File: config.mk
export PLATFORM = sky130hd
export DESIGN_NAME = divmult_sequencer
export DESIGN_NICKNAME = d
export VERILOG_FILES = /design/src/rtl/divmult_sequencer.sv
export SDC_FILE = /design/constraint.sdc
export NUM_CORES = 1
export LEC_CHECK = 0
export CAP_MARGIN = 30
export CORE_UTILIZATION = 64
export DETAILED_ROUTE_END_ITERATION = 7
export PLACE_DENSITY = 0.89
export SLEW_MARGIN = 20
export SYNTH_ARGS = -nofsm -noshare
export SYNTH_HDL_FRONTEND = slang
export SYNTH_SLANG_ARGS = --single-unit
File: constraint.sdc
create_clock -name clk -period 4.82 [get_ports clk]
set_input_delay 1.205 -clock clk [delete_from_list [all_inputs] [get_ports clk]]
set_output_delay 1.205 -clock clk [all_outputs]
set_load 0.02 [all_outputs]
File: src/rtl/divmult_sequencer.sv
// Iterative 16-step shift-add multiplier / restoring divider for the LC-3b execute stage.
// Stalls EX while running and holds its result until the pipeline advances.

package lc3b_types;
  typedef enum logic [3:0] {
    alu_add  = 4'd0,
    alu_and  = 4'd1,
    alu_not  = 4'd2,
    alu_pass = 4'd3,
    alu_sll  = 4'd4,
    alu_srl  = 4'd5,
    alu_sra  = 4'd6,
    alu_mult = 4'd7,
    alu_div  = 4'd8
  } lc3b_aluop;
endpackage

module divmult_sequencer
  import lc3b_types::*;
#(
  parameter int WIDTH = 16
) (
  input  logic             clk,
  input  logic             rst_n,
  input  lc3b_aluop        aluop,
  input  logic [WIDTH-1:0] sr1,
  input  logic [WIDTH-1:0] sr2,
  input  logic             flow,
  output logic [WIDTH-1:0] solution,
  output logic             stall_X,
  output logic             done
);

  localparam int CW = $clog2(WIDTH);
  localparam logic [CW-1:0] LAST_ITER = CW'(WIDTH - 1);

  localparam logic [1:0] ST_IDLE = 2'd0;
  localparam logic [1:0] ST_RUN  = 2'd1;
  localparam logic [1:0] ST_DONE = 2'd2;

  // Unsigned magnitude of a two's complement value; the most negative value maps onto itself.
  function automatic logic [WIDTH-1:0] magnitude(input logic [WIDTH-1:0] v);
    magnitude = v[WIDTH-1] ? (~v + {{(WIDTH-1){1'b0}}, 1'b1}) : v;
  endfunction

  function automatic logic [WIDTH-1:0] negate(input logic [WIDTH-1:0] v);
    negate = ~v + {{(WIDTH-1){1'b0}}, 1'b1};
  endfunction

  logic [1:0]       state_r;
  logic [CW-1:0]    count_r;
  logic [WIDTH-1:0] op_a_r;      // multiplicand (shifts left) or dividend→quotient
  logic [WIDTH-1:0] op_b_r;      // multiplier (shifts right) or divisor
  logic [WIDTH:0]   acc_r;       // product or partial remainder
  logic             sign_r;
  logic             is_div_r;
  logic             div_zero_r;
  logic [WIDTH-1:0] solution_r;
  logic             done_r;

  logic             start_s;
  logic [WIDTH:0]   shifted_s;
  logic [WIDTH:0]   acc_nxt_s;
  logic [WIDTH-1:0] op_a_nxt_s;
  logic [WIDTH-1:0] op_b_nxt_s;
  logic [WIDTH-1:0] mag_s;
  logic [WIDTH-1:0] result_s;

  assign start_s = (aluop == alu_mult) || (aluop == alu_div);

  // One iteration of the datapath plus the sign/zero fixup used on the final step.
  always_comb begin
    shifted_s  = {acc_r[WIDTH-1:0], op_a_r[WIDTH-1]};
    acc_nxt_s  = acc_r;
    op_a_nxt_s = op_a_r;
    op_b_nxt_s = op_b_r;
    if (is_div_r) begin
      op_b_nxt_s = op_b_r;
      if (shifted_s >= {1'b0, op_b_r}) begin
        acc_nxt_s  = shifted_s - {1'b0, op_b_r};
        op_a_nxt_s = {op_a_r[WIDTH-2:0], 1'b1};
      end else begin
        acc_nxt_s  = shifted_s;
        op_a_nxt_s = {op_a_r[WIDTH-2:0], 1'b0};
      end
    end else begin
      op_a_nxt_s = {op_a_r[WIDTH-2:0], 1'b0};
      op_b_nxt_s = {1'b0, op_b_r[WIDTH-1:1]};
      if (op_b_r[0]) begin
        acc_nxt_s = acc_r + {1'b0, op_a_r};
      end else begin
        acc_nxt_s = acc_r;
      end
    end

    mag_s = is_div_r ? op_a_nxt_s : acc_nxt_s[WIDTH-1:0];
    if (is_div_r && div_zero_r) begin
      result_s = {WIDTH{1'b1}};
    end else if (sign_r) begin
      result_s = negate(mag_s);
    end else begin
      result_s = mag_s;
    end
  end

  // Sequencer state, operand latches and result register.
  always_ff @(posedge clk or negedge rst_n) begin
    if (!rst_n) begin
      state_r    <= ST_IDLE;
      count_r    <= {CW{1'b0}};
      op_a_r     <= {WIDTH{1'b0}};
      op_b_r     <= {WIDTH{1'b0}};
      acc_r      <= {(WIDTH+1){1'b0}};
      sign_r     <= 1'b0;
      is_div_r   <= 1'b0;
      div_zero_r <= 1'b0;
      solution_r <= {WIDTH{1'b0}};
      done_r     <= 1'b0;
    end else begin
      case (state_r)
        ST_IDLE: begin
          done_r <= 1'b0;
          if (start_s) begin
            op_a_r     <= magnitude(sr1);
            op_b_r     <= magnitude(sr2);
            sign_r     <= sr1[WIDTH-1] ^ sr2[WIDTH-1];
            is_div_r   <= (aluop == alu_div);
            div_zero_r <= (sr2 == {WIDTH{1'b0}});
            acc_r      <= {(WIDTH+1){1'b0}};
            count_r    <= {CW{1'b0}};
            state_r    <= ST_RUN;
          end else begin
            state_r <= ST_IDLE;
          end
        end
        ST_RUN: begin
          acc_r   <= acc_nxt_s;
          op_a_r  <= op_a_nxt_s;
          op_b_r  <= op_b_nxt_s;
          count_r <= count_r + {{(CW-1){1'b0}}, 1'b1};
          if (count_r == LAST_ITER) begin
            solution_r <= result_s;
            done_r     <= 1'b1;
            state_r    <= ST_DONE;
          end else begin
            state_r <= ST_RUN;
          end
        end
        ST_DONE: begin
          if (flow) begin
            done_r  <= 1'b0;
            state_r <= ST_IDLE;
          end else begin
            done_r  <= 1'b1;
            state_r <= ST_DONE;
          end
        end
        default: begin
          done_r  <= 1'b0;
          state_r <= ST_IDLE;
        end
      endcase
    end
  end

  // The start cycle must stall before the FSM has left IDLE, hence combinational.
  assign stall_X  = ((state_r == ST_IDLE) && start_s) || (state_r == ST_RUN);
  assign solution = solution_r;
  assign done     = done_r;

endmodule

==> results of run 1 <==
flip-flops by register name, summed over array words and instances (netlist names):
signal and count:
count_r 4, is_div_r 1, op_b_r 16, acc_r 16, sign_r 1, div_zero_r 1, op_a_r 16, state_r 2
solution 16, done 1
kinds of logic (layout without fill, tap and decap cells):
logic type | count (synthesis) | after routing | synth area share, %
muxes | 14 | 14 | 2.23
xor gates and xnor gates | 57 | 57 | 7.73
DFF | 74 | 74 | 28.7
buffers and inverters | 84 | 128 | 5.00
AOI/OAI and AO/OA | 291 | 291 | 29.1
and+or+nand+nor | 273 | 273 | 19.3
adders and majority gates | 40 | 40 | 7.98
cell usage in the layout (no fill, tap or decap), types with 5 or more instances in the layout:
cell             count
nor2b_1              8
xnor2_1             25
clkbuf_8            10
nand3_1             24
a32o_1               7
xor2_1              32
mux2i_1             11
o21ai_0             78
a211oi_1             9
a21oi_1             75
clkdlybuf4s50_1     55
a31oi_1             10
o31ai_1             13
buf_4               12
nand2_1            103
o41ai_1              6
o22ai_1              5
nand2b_1             9
ha_1                37
inv_1               42
nor3_1              16
o22a_1               5
dfrtp_1             74
a21o_1              17
o211ai_1            10
o21bai_1             6
o21a_1               6
nor2_1              77
o21ai_1              5
or4_1                5
or3_1                9
final timing paths:
path                       slack [ps]                      from  cells past startpoint                  endpoint
min in group asynchronous         840                     rst_n                      1  solution[15]$_DFFE_PN0P_
setup / recovery                  710                  aluop[2]                      7                   stall_X
setup reg to reg                 1170      acc_r[0]$_DFFE_PN0P_                     11  solution[15]$_DFFE_PN0P_
hold / removal                    510  solution[14]$_DFFE_PN0P_                      1  solution[14]$_DFFE_PN0P_
hold reg to reg                   510  solution[14]$_DFFE_PN0P_                      1  solution[14]$_DFFE_PN0P_
max in group asynchronous        2890                     rst_n                      2    op_b_r[10]$_DFFE_PN0P_
final cells by class:
cell class / instances / area, um2 / share of cell area (%)
Clock buffer: 10 / 138 / 1.89
Clock inverter: 6 / 41.3 / 0.566
Inverter: 44 / 165 / 2.26
Multi-Input combinational cell: 675 / 4290 / 58.8
Sequential cell: 74 / 1850 / 25.4
Tap cell: 133 / 166 / 2.28
Timing Repair Buffer: 68 / 646 / 8.84
worst max-delay path: cells and delay by family:
family,cells,cell delay (ps)
and+or+nand+nor,4,530
buffers and inverters,2,1050
AOI/OAI and AO/OA,1,110
layer usage:
layer | up-vias | global-route usage [%]
met1 | 3042 | 47.0
met2 | 288 | 62.9
met4 | 0 | 18.4
met3 | 53 | 5.54
li1 | 3107 | -
met5 | - | 0
report_power, final:
part	switching, mW	internal [mW]
combinational	2.25	1.50
clock	0.261	0.201
sequential	0.333	0.890
total	2.84	2.59
metrics by stage:
stage               setup WS, ps  utilization, %  std cells  power, mW  instance area (um2)
floorplan                   1610               -        833       3.91                 6460
finish                       710            74.7       1010       5.43                 7300
CTS                          727            74.7       1010       5.36                 7300
global placement             734            72.8        994       4.72                 7120
global route                 609            74.7       1010       5.87                 7300
detailed placement           735            72.8        994       4.88                 7120
==> key figures, run 1 <==
Pwr
  – P_leak: 3.11 nW
  – Maximum vdd drop: 0.558 mV
  – Pwr per Cell Area: 744 nW/um2

Critical path
  – Crit-path max FO: 3
  – CP dominant cell by count: nand2_1
  – Worst Setup Start Kind: input pin
  – Worst path required time: 3620 ps
  – Crit end category: primary output
  – CP Cell Sequence: clkdlybuf4s50_1 > nor3_1 > nand2_1 > o21ai_0 > nand2_1 > nand2_1 > clkdlybuf4s50_1
  – Crit-path max cell delay: 610 ps
  – CP max-delay cell: clkdlybuf4s50_1
  – Worst EP arrival: 2910 ps
  – Crit path kind: input pin to primary output

Clocking
  – TritonCTS buffer count: 9
  – H-tree depth: 3
  – Clock Sinks: 74
  – Reg clk slew, reported paths: 80 ps
  – Clock root cell: clkbuf_8
  – Hold-fix buffers, CTS: 0
  – CTS max path bufs: 2
  – Post_cts resized: 0
  – CTS tree: yes
  – Worst skew pair latency: 370 ps
  – Post-CTS setup repair buffer count: 0

Outcome
  – Status: finished clean

Logic synthesis
  – Register area share after synthesis: 28.7%
  – Asr flop ratio synth: 100%
  – Most common cell in the netlist: nand2_1
  – Seq cells post-synth: 74
  – Number of synthesized flops with an enable pin: 0
  – Yosys top cell area share: 28.7%
  – Syn Nets: 912
  – Distinct cells, synth: 68
  – Area of the mapped netlist: 6460 um2
  – Synth Warn #: 0
  – Cell taking the most area after synthesis: dfrtp_1
  – Average cell area after synthesis: 7.75 um2
  – List of most frequent post-synthesis cells: nand2_1 (103), o21ai_0 (78), nor2_1 (77)
  – Area contributors post-synth: dfrtp_1 (29%), ha_1 (7.4%), o21ai_0 (6.0%)
  – Post-synthesis cell count: 833
  – Top_reg_cell synth: dfrtp_1

Global route
  – First-pass GRT wire length: 30400 um
  – Global route total overflow: 0
  – Overall Global Routing Usage: 37.4%
  – Vias in the first global route: 6320
  – Initial antenna violation count: 0
  – Largest net degree at the start of global routing: 64

Layout
  – Layout cells sized above 1: 5.25%
  – Fin nets: 951
  – Area grow syn2layout: 13.0%
  – # fillers: 785
  – Diode count: 0

Floorplanning
  – Die area: 10500 um2
  – Starting Density: 66.1%
  – Die height: 102 um
  – Core box area: 9770 um2
  – Ports: 57
  – Die W: 102 um
  – Rows: 36

Timing
  – WHS: 512 ps
  – Final Skew: 7.55 ps
  – Final Cycle Share: 85.3%
  – Minimum clock period: 4110 ps
  – Setup violations, final: 0
  – Slew @ Worst Pin: 803 ps
  – Final number of max-transition violations: 0
  – Setup_tns: 0 ps
  – F_max: 243 MHz
  – Unrepaired setup endpoints after global routing: no
  – Final count of hold timing violations: 0
  – Rel. slew slack: 46.4%

Routing
  – Antenna viol nets, final: 0
  – Met2 Wirelength: 8790 um
  – Via count: 6490
  – Post-DR wirelength/cell: 18.3 um
  – Drt first pass iters: 5
  – Initial DRC count: 433
  – Metal-1 WL: 7740 um
  – Routed vias/inst: 6.43
  – WL met3: 1250 um
  – DR DRC count: 0
  – Max layer used: met4
  – Routed WL: 18500 um

Placement
  – Routability cong.: 0.930
  – DPL Wire Length: 14100 um
  – Port Buf Inserts: 56

Worst hold path
  – Worst hold path class: flip-flop to flip-flop

Job
  – Max-Cap Viols: 0
No activity file was read; power rests on OpenSTA's default activity.
==> run 2, diff against run 1 <==
--- a/constraint.sdc
+++ b/constraint.sdc
@@ -3,2 +3,2 @@
 set_output_delay 1.205 -clock clk [all_outputs]
-set_load 0.02 [all_outputs]
+set_load 0.005 [all_outputs]
==> key figures, run 2 (synthesis gave the netlist of run 1 again) <==
Timing
  – Worst setup margin: 679 ps (was 710 ps)
  – Setup_tns: 0 ps (unchanged)
  – Setup violations, final: 0 (unchanged)
  – Rel. slew slack: 48.1% (was 46.4%)
  – F_max: 241 MHz (was 243 MHz)
  – WHS: 515 ps (was 512 ps)
  – Final Cycle Share: 85.9% (was 85.3%)
  – Slew @ Worst Pin: 769 ps (was 803 ps)
  – Final count of hold timing violations: 0 (unchanged)
  – Final number of max-transition violations: 0 (unchanged)
  – Unrepaired setup endpoints after global routing: no (unchanged)
  – Minimum clock period: 4140 ps (was 4110 ps)
  – Final Skew: 12.0 ps (was 7.55 ps)

Clocking
  – Clock Sinks: 74 (unchanged)
  – H-tree depth: 3 (unchanged)
  – Clock root cell: clkbuf_8 (unchanged)
  – TritonCTS buffer count: 9 (unchanged)
  – Reg clk slew, reported paths: 90 ps (was 80 ps)
  – Worst skew pair latency: 370 ps (about the same)
  – Post_cts resized: 0 (unchanged)
  – Post-CTS setup repair buffer count: 0 (unchanged)
  – Hold-fix buffers, CTS: 0 (unchanged)
  – CTS tree: yes (unchanged)
  – CTS max path bufs: 2 (unchanged)

Pwr
  – Pint: 2.59 mW (about the same)
  – Maximum vdd drop: 0.604 mV (was 0.558 mV)
  – P_leak: 3.11 nW (about the same)
  – Pwr per Cell Area: 731 nW/um2 (was 744 nW/um2)
  – Comb power frac: 68.1% (was 69.0%)
  – Clock power share: 8.5% (about the same)
  – Sw power: 2.74 mW (was 2.84 mW)
  – Pwr Total: 5.33 mW (was 5.43 mW)
  – Seq pwr share: 23.4% (was 22.5%)
  – Net switching fraction of the power: 51.4% (was 52.3%)

Layout
  – Layout cells sized above 1: 5.14% (was 5.25%)
  – # fillers: 748 (was 785)
  – Multi-input gate area: 4290 um2 (unchanged)
  – Area grow syn2layout: 12.9% (was 13.0%)
  – Commonest cells after routing, fill and taps aside: nand2_1 (103), o21ai_0 (78), nor2_1 (77) (unchanged)
  – Diode count: 0 (unchanged)
  – FF+latch area: 1850 um2 (unchanged)
  – Commonest non-fill, non-tap cell in the layout: nand2_1 (unchanged)
  – Fin nets: 950 (was 951)
  – Non-filler cells, final: 1009 (was 1010)

Routing
  – Via count: 6378 (was 6490)
  – Routed WL: 17700 um (was 18500 um)
  – Routed vias/inst: 6.32 (was 6.43)
  – Post-DR wirelength/cell: 17.6 um (was 18.3 um)
  – DR DRC count: 0 (unchanged)
  – Antenna viol nets, final: 0 (unchanged)
  – Drt first pass iters: 5 (unchanged)
  – Initial DRC count: 483 (was 433)

Outcome
  – Status: finished clean (unchanged)

Critical path
  – Worst Setup Start Kind: input pin (unchanged)
  – Worst EP arrival: 2940 ps (was 2910 ps)
  – Crit-path max FO: 12 (was 3)
  – Crit path kind: input pin to primary output (unchanged)
  – R2R Setup Slk: 1170 ps (about the same)
  – FF-to-FF Start: acc_r[0]$_DFFE_PN0P_ (unchanged)
  – CP Cell Sequence: clkdlybuf4s50_1 > nor3_1 > nand2_1 > o21ai_0 > nand2_1 > buf_4 > nand2_1 > clkdlybuf4s50_1 (was clkdlybuf4s50_1 > nor3_1 > nand2_1 > o21ai_0 > nand2_1 > nand2_1 > clkdlybuf4s50_1)
  – R2R Path End: solution[15]$_DFFE_PN0P_ (unchanged)
  – Reg2reg path depth: 11 (unchanged)
  – CP max-delay cell: clkdlybuf4s50_1 (unchanged)
  – Crit-path max cell delay: 490 ps (was 610 ps)
  – CP dominant cell by count: nand2_1 (unchanged)
  – Critical Path Source: aluop[2] (unchanged)
  – Crit end category: primary output (unchanged)
  – Worst path required time: 3620 ps (about the same)

Floorplanning
  – Die height: 102 um (unchanged)
  – Die area: 10500 um2 (unchanged)
  – Rows: 36 (unchanged)
  – Core box area: 9770 um2 (unchanged)
  – Starting Density: 66.1% (unchanged)
  – Ports: 57 (unchanged)
  – Die W: 102 um (unchanged)

Worst hold path
  – Worst hold path class: flip-flop to flip-flop (unchanged)
  – Hold path start: solution[14]$_DFFE_PN0P_ (unchanged)
  – Hold Path Depth: 1 (unchanged)
  – Hold EP: solution[14]$_DFFE_PN0P_ (unchanged)

Placement
  – DP Worst Slack: 719 ps (was 735 ps)
  – Port Buf Inserts: 56 (unchanged)
  – DPL Wire Length: 13400 um (was 14100 um)
  – Routability cong.: 0.938 (was 0.930)
  – Placed cells: 993 (was 994)

Global route
  – Largest net degree at the start of global routing: 64 (unchanged)
  – Overall Global Routing Usage: 35.7% (was 37.4%)
  – Vias in the first global route: 5984 (was 6320)
  – Initial antenna violation count: 0 (unchanged)
  – First-pass GRT wire length: 29000 um (was 30400 um)
  – Global route total overflow: 0 (unchanged)

Job
  – Max-Cap Viols: 0 (unchanged)
-- run 2: changes by cell type in the layout (fill, tap and decap cells not counted) --
cell,before,now
clkinv_4,0,1
buf_4,12,11
clkinvlp_4,3,1
clkinv_2,2,3
-- run 2: metrics by stage --
step                      utilization (%)  area [um2]
final                                74.6        7290
after global routing                 74.6        7290
after CTS                            74.6        7290
after detailed placement             72.8        7110
after global placement               72.8        7110
after floorplan                         -        6460
-- run 2: cell type report --
| cell class | instances | area share (%) |
|---|---|---|
| multi-input combinational | 675 | 58.9 |
| sequential | 74 | 25.4 |
| timing repair buffer | 67 | 8.75 |
| tap | 133 | 2.28 |
| inverter | 44 | 2.27 |
| clock buffer | 10 | 1.89 |
| clock inverter | 6 | 0.549 |
-- run 2: power by group through the flow --
stage / logic, mW / clock network (mW) / registers [mW]
5_1_grt: 4.03 / 0.480 / 1.28
3_3_place_gp: 3.40 / 0 / 1.22
4_1_cts: 3.57 / 0.458 / 1.23
6_report: 3.63 / 0.453 / 1.25
2_1_floorplan: 2.73 / 0 / 1.10
3_5_place_dp: 3.54 / 0 / 1.24
-- run 2: layer usage --
metal  GRT usage [%]  vias up  routed length (um)
met4            17.5        0                 787
met3            6.22       62                1230
met2            56.7      257                8200
li1                -     3099                   -
met1            47.0     2960                7510
met5               0        -                   0
-- run 2: how the worst max path moves through the flow --
stage	to	slack, ps	cells past startpoint
6_report	stall_X	680	8
3_5_place_dp	stall_X	720	8
4_1_cts	stall_X	710	8
2_1_floorplan	solution[14]$_DFFE_PN0P_	1650	11
5_1_grt	stall_X	540	8
3_3_place_gp	stall_X	770	8
-- run 2: critical path: cells and delay by family --
kind	cells	cell delay, ps
AOI/OAI and AO/OA	1	70
buffers and inverters	3	1130
and+or+nand+nor	4	530
==> run 3, diff against run 2 <==
ABC_AREA = 1   (was unset)
==> key figures, run 3 <==
Timing
  – Final count of hold timing violations: 0 (unchanged)
  – Unrepaired setup endpoints after global routing: no (unchanged)
  – Setup_tns: 0 ps (unchanged)
  – F_max: 245 MHz (was 241 MHz)
  – Setup violations, final: 0 (unchanged)
  – WHS: 500 ps (was 515 ps)
  – Minimum clock period: 4080 ps (was 4140 ps)
  – Final Cycle Share: 84.7% (was 85.9%)
  – Slew @ Worst Pin: 852 ps (was 769 ps)
  – Rel. slew slack: 43.2% (was 48.1%)
  – Final number of max-transition violations: 0 (unchanged)
  – Final Skew: 8.75 ps (was 12.0 ps)

Clocking
  – Worst skew pair latency: 370 ps (about the same)
  – Reg clk slew, reported paths: 80 ps (was 90 ps)
  – TritonCTS buffer count: 9 (unchanged)
  – Hold-fix buffers, CTS: 0 (unchanged)
  – Clock Sinks: 74 (unchanged)
  – Post_cts resized: 0 (unchanged)
  – Post-CTS setup repair buffer count: 0 (unchanged)
  – Clock root cell: clkbuf_8 (unchanged)
  – CTS max path bufs: 2 (unchanged)
  – CTS tree: yes (unchanged)
  – H-tree depth: 3 (unchanged)

Layout
  – Commonest non-fill, non-tap cell in the layout: nand2_1 (unchanged)
  – Area grow syn2layout: 13.4% (was 12.9%)
  – Diode count: 0 (unchanged)
  – Commonest cells after routing, fill and taps aside: nand2_1 (297), inv_1 (123), dfrtp_1 (74) (was nand2_1 (103), o21ai_0 (78), nor2_1 (77))
  – FF+latch area: 1850 um2 (unchanged)
  – Multi-input gate area: 4030 um2 (was 4290 um2)
  – # fillers: 795 (was 748)
  – Final Util: 75.2% (was 74.6%)
  – Fin nets: 1097 (was 950)
  – Layout cells sized above 1: 7.33% (was 5.14%)

Global route
  – Largest net degree at the start of global routing: 75 (was 64)
  – Vias in the first global route: 6196 (was 5984)
  – Initial antenna violation count: 0 (unchanged)
  – Global route total overflow: 0 (unchanged)
  – First-pass GRT wire length: 29800 um (was 29000 um)
  – Overall Global Routing Usage: 37.1% (was 35.7%)

Logic synthesis
  – Register area share after synthesis: 28.4% (was 28.7%)
  – Average cell area after synthesis: 6.67 um2 (was 7.75 um2)
  – Distinct cells, synth: 49 (was 68)
  – List of most frequent post-synthesis cells: nand2_1 (297), inv_1 (123), dfrtp_1 (74) (was nand2_1 (103), o21ai_0 (78), nor2_1 (77))
  – Area of the mapped netlist: 6510 um2 (was 6460 um2)
  – Post-synthesis xor/xnor area fraction: 4.04% (was 7.73%)
  – Seq cells post-synth: 74 (unchanged)
  – Largest family of logic cells by synthesized area: simple AND/OR/NAND/NOR gates (was compound AO/OA/AOI/OAI gates)
  – Asr flop ratio synth: 100% (unchanged)
  – Area contributors post-synth: dfrtp_1 (28%), nand2_1 (17%), ha_1 (7.3%) (was dfrtp_1 (29%), ha_1 (7.4%), o21ai_0 (6.0%))
  – Synth Area in Compound Gates: 17.5% (was 29.1%)
  – Number of synthesized flops with an enable pin: 0 (unchanged)
  – Synth Warn #: 0 (unchanged)
  – Most common cell in the netlist: nand2_1 (unchanged)
  – Cell taking the most area after synthesis: dfrtp_1 (unchanged)
  – Syn Nets: 1055 (was 912)
  – Post-synthesis cell count: 976 (was 833)
  – Post-synthesis simple-gate area fraction: 32.5% (was 19.3%)
  – Top_reg_cell synth: dfrtp_1 (unchanged)
  – Multiplexer share of the synthesized area: 0% (was 2.23%)
  – Yosys top cell area share: 28.4% (was 28.7%)
  – Adder-cell area share of the yosys netlist: 7.92% (was 7.98%)

Critical path
  – FF-to-FF Start: op_b_r[0]$_DFFE_PN0P_ (was acc_r[0]$_DFFE_PN0P_)
  – CP Cell Sequence: clkdlybuf4s50_1 > inv_1 > nor4_1 > nand2_1 > nand2_1 > inv_2 > nand2_1 > clkdlybuf4s50_1 (was clkdlybuf4s50_1 > nor3_1 > nand2_1 > o21ai_0 > nand2_1 > buf_4 > nand2_1 > clkdlybuf4s50_1)
  – Crit-path max FO: 5 (was 12)
  – CP max-delay cell: clkdlybuf4s50_1 (unchanged)
  – Crit path kind: input pin to primary output (unchanged)
  – Worst EP arrival: 2880 ps (was 2940 ps)
  – Worst path required time: 3620 ps (about the same)
  – Crit end category: primary output (unchanged)
  – Crit-path max cell delay: 510 ps (was 490 ps)
  – CP dominant cell by count: nand2_1 (unchanged)
  – Worst Setup Start Kind: input pin (unchanged)
  – Critical Path Source: aluop[3] (was aluop[2])

Worst hold path
  – Worst hold path class: flip-flop to flip-flop (unchanged)
  – Hold path start: op_b_r[3]$_DFFE_PN0P_ (was solution[14]$_DFFE_PN0P_)

Pwr
  – Pwr Total: 6.19 mW (was 5.33 mW)
  – P_leak: 3.76 nW (was 3.11 nW)
  – Pwr per Cell Area: 838 nW/um2 (was 731 nW/um2)
  – Maximum vdd drop: 0.448 mV (was 0.604 mV)

Floorplanning
  – Core box area: 9820 um2 (was 9770 um2)
  – Die height: 103 um (was 102 um)
  – Die area: 10600 um2 (was 10500 um2)
  – Rows: 36 (unchanged)
  – Starting Density: 66.3% (was 66.1%)
  – Die W: 103 um (was 102 um)
  – Ports: 57 (unchanged)

Placement
  – Port Buf Inserts: 56 (unchanged)
  – DPL Wire Length: 13800 um (was 13400 um)
  – Routability cong.: 0.927 (was 0.938)

Outcome
  – Status: finished clean (unchanged)

Routing
  – Routed vias/inst: 5.94 (was 6.32)
  – Antenna viol nets, final: 0 (unchanged)
  – Drt first pass iters: 6 (was 5)
  – Post-DR wirelength/cell: 15.9 um (was 17.6 um)
  – Initial DRC count: 568 (was 483)
  – Via count: 6863 (was 6378)
  – Routed WL: 18400 um (was 17700 um)
  – DR DRC count: 0 (unchanged)

Job
  – Max-Cap Viols: 0 (unchanged)
==> run 3: cell count changes after synthesis, sizes merged, moves of 9 or more <==
cell | previous run | this run
nand2 | 103 | 315
inv | 42 | 131
o221ai | 1 | 11
xnor2 | 25 | 12
xor2 | 32 | 18
nand3 | 24 | 55
a21oi | 76 | 51
nand2b | 9 | 0
clkbuf | 32 | 19
a21o | 17 | 5
o31ai | 13 | 2
mux2i | 11 | 0
o21ai | 84 | 67
==> run 3: kinds of logic (layout without fill, tap and decap cells) <==
| group | after synthesis | after routing |
|---|---|---|
| buffers and inverters | 161 | 208 |
| flip-flops | 74 | 74 |
| AO/OA/AOI/OAI | 184 | 184 |
| AND/OR/NAND/NOR | 487 | 487 |
| adder cells (fa/ha/maj) | 40 | 40 |
| XOR/XNOR | 30 | 30 |
==> run 3: worst paths after layout <==
| kind | slack, ps | end | cells after the start |
|---|---|---|---|
| worst max-delay path | 740 | stall_X | 8 |
| worst min-delay path | 500 | op_b_r[3]$_DFFE_PN0P_ | 2 |
| worst max register to register | 1520 | acc_r[14]$_DFFE_PN0P_ | 17 |
| worst min register to register | 500 | op_b_r[3]$_DFFE_PN0P_ | 2 |
| max in group asynchronous | 3540 | op_b_r[5]$_DFFE_PN0P_ | 2 |
| min in group asynchronous | 710 | solution[13]$_DFFE_PN0P_ | 1 |
==> run 3: stage by stage <==
stage / instance area (um2) / cells / setup WS (ps)
after floorplan: 6510 / 976 / 1780
after global placement: 7130 / 1139 / 769
after detailed placement: 7130 / 1139 / 744
after CTS: 7360 / 1155 / 732
after global routing: 7380 / 1156 / 586
final: 7380 / 1156 / 736
==> run 3: area by class of cell <==
cell class	instances	area share, %
clock buffer	9	1.68
clock inverter	7	1.39
inverter	131	6.66
multi-input combinational	741	54.6
sequential	74	25.1
tap	133	2.25
timing repair buffer	61	8.34
==> run 3: metal layers <==
layer  vias up  global-route usage, %  wire length (um)
li1       3300                      -                 -
met1      3130                   50.3              7870
met2       361                   57.5              8160
met3        72                   6.03              1530
met4         0                   19.1               832
met5         -                      0                 0
==> run 3: power breakdown <==
| part | leakage [nW] | switching [mW] | internal, mW | total, mW |
|---|---|---|---|---|
| clock | 0.115 | 0.266 | 0.297 | 0.563 |
| combinational | 2.74 | 2.74 | 1.57 | 4.32 |
| sequential | 0.913 | 0.379 | 0.927 | 1.31 |
| total | 3.76 | 3.39 | 2.80 | 6.19 |
==> run 3: critical path: cells and delay by family <==
family                 cells  cell delay (ps)
buffers and inverters      4             1090
and+or+nand+nor            4              580
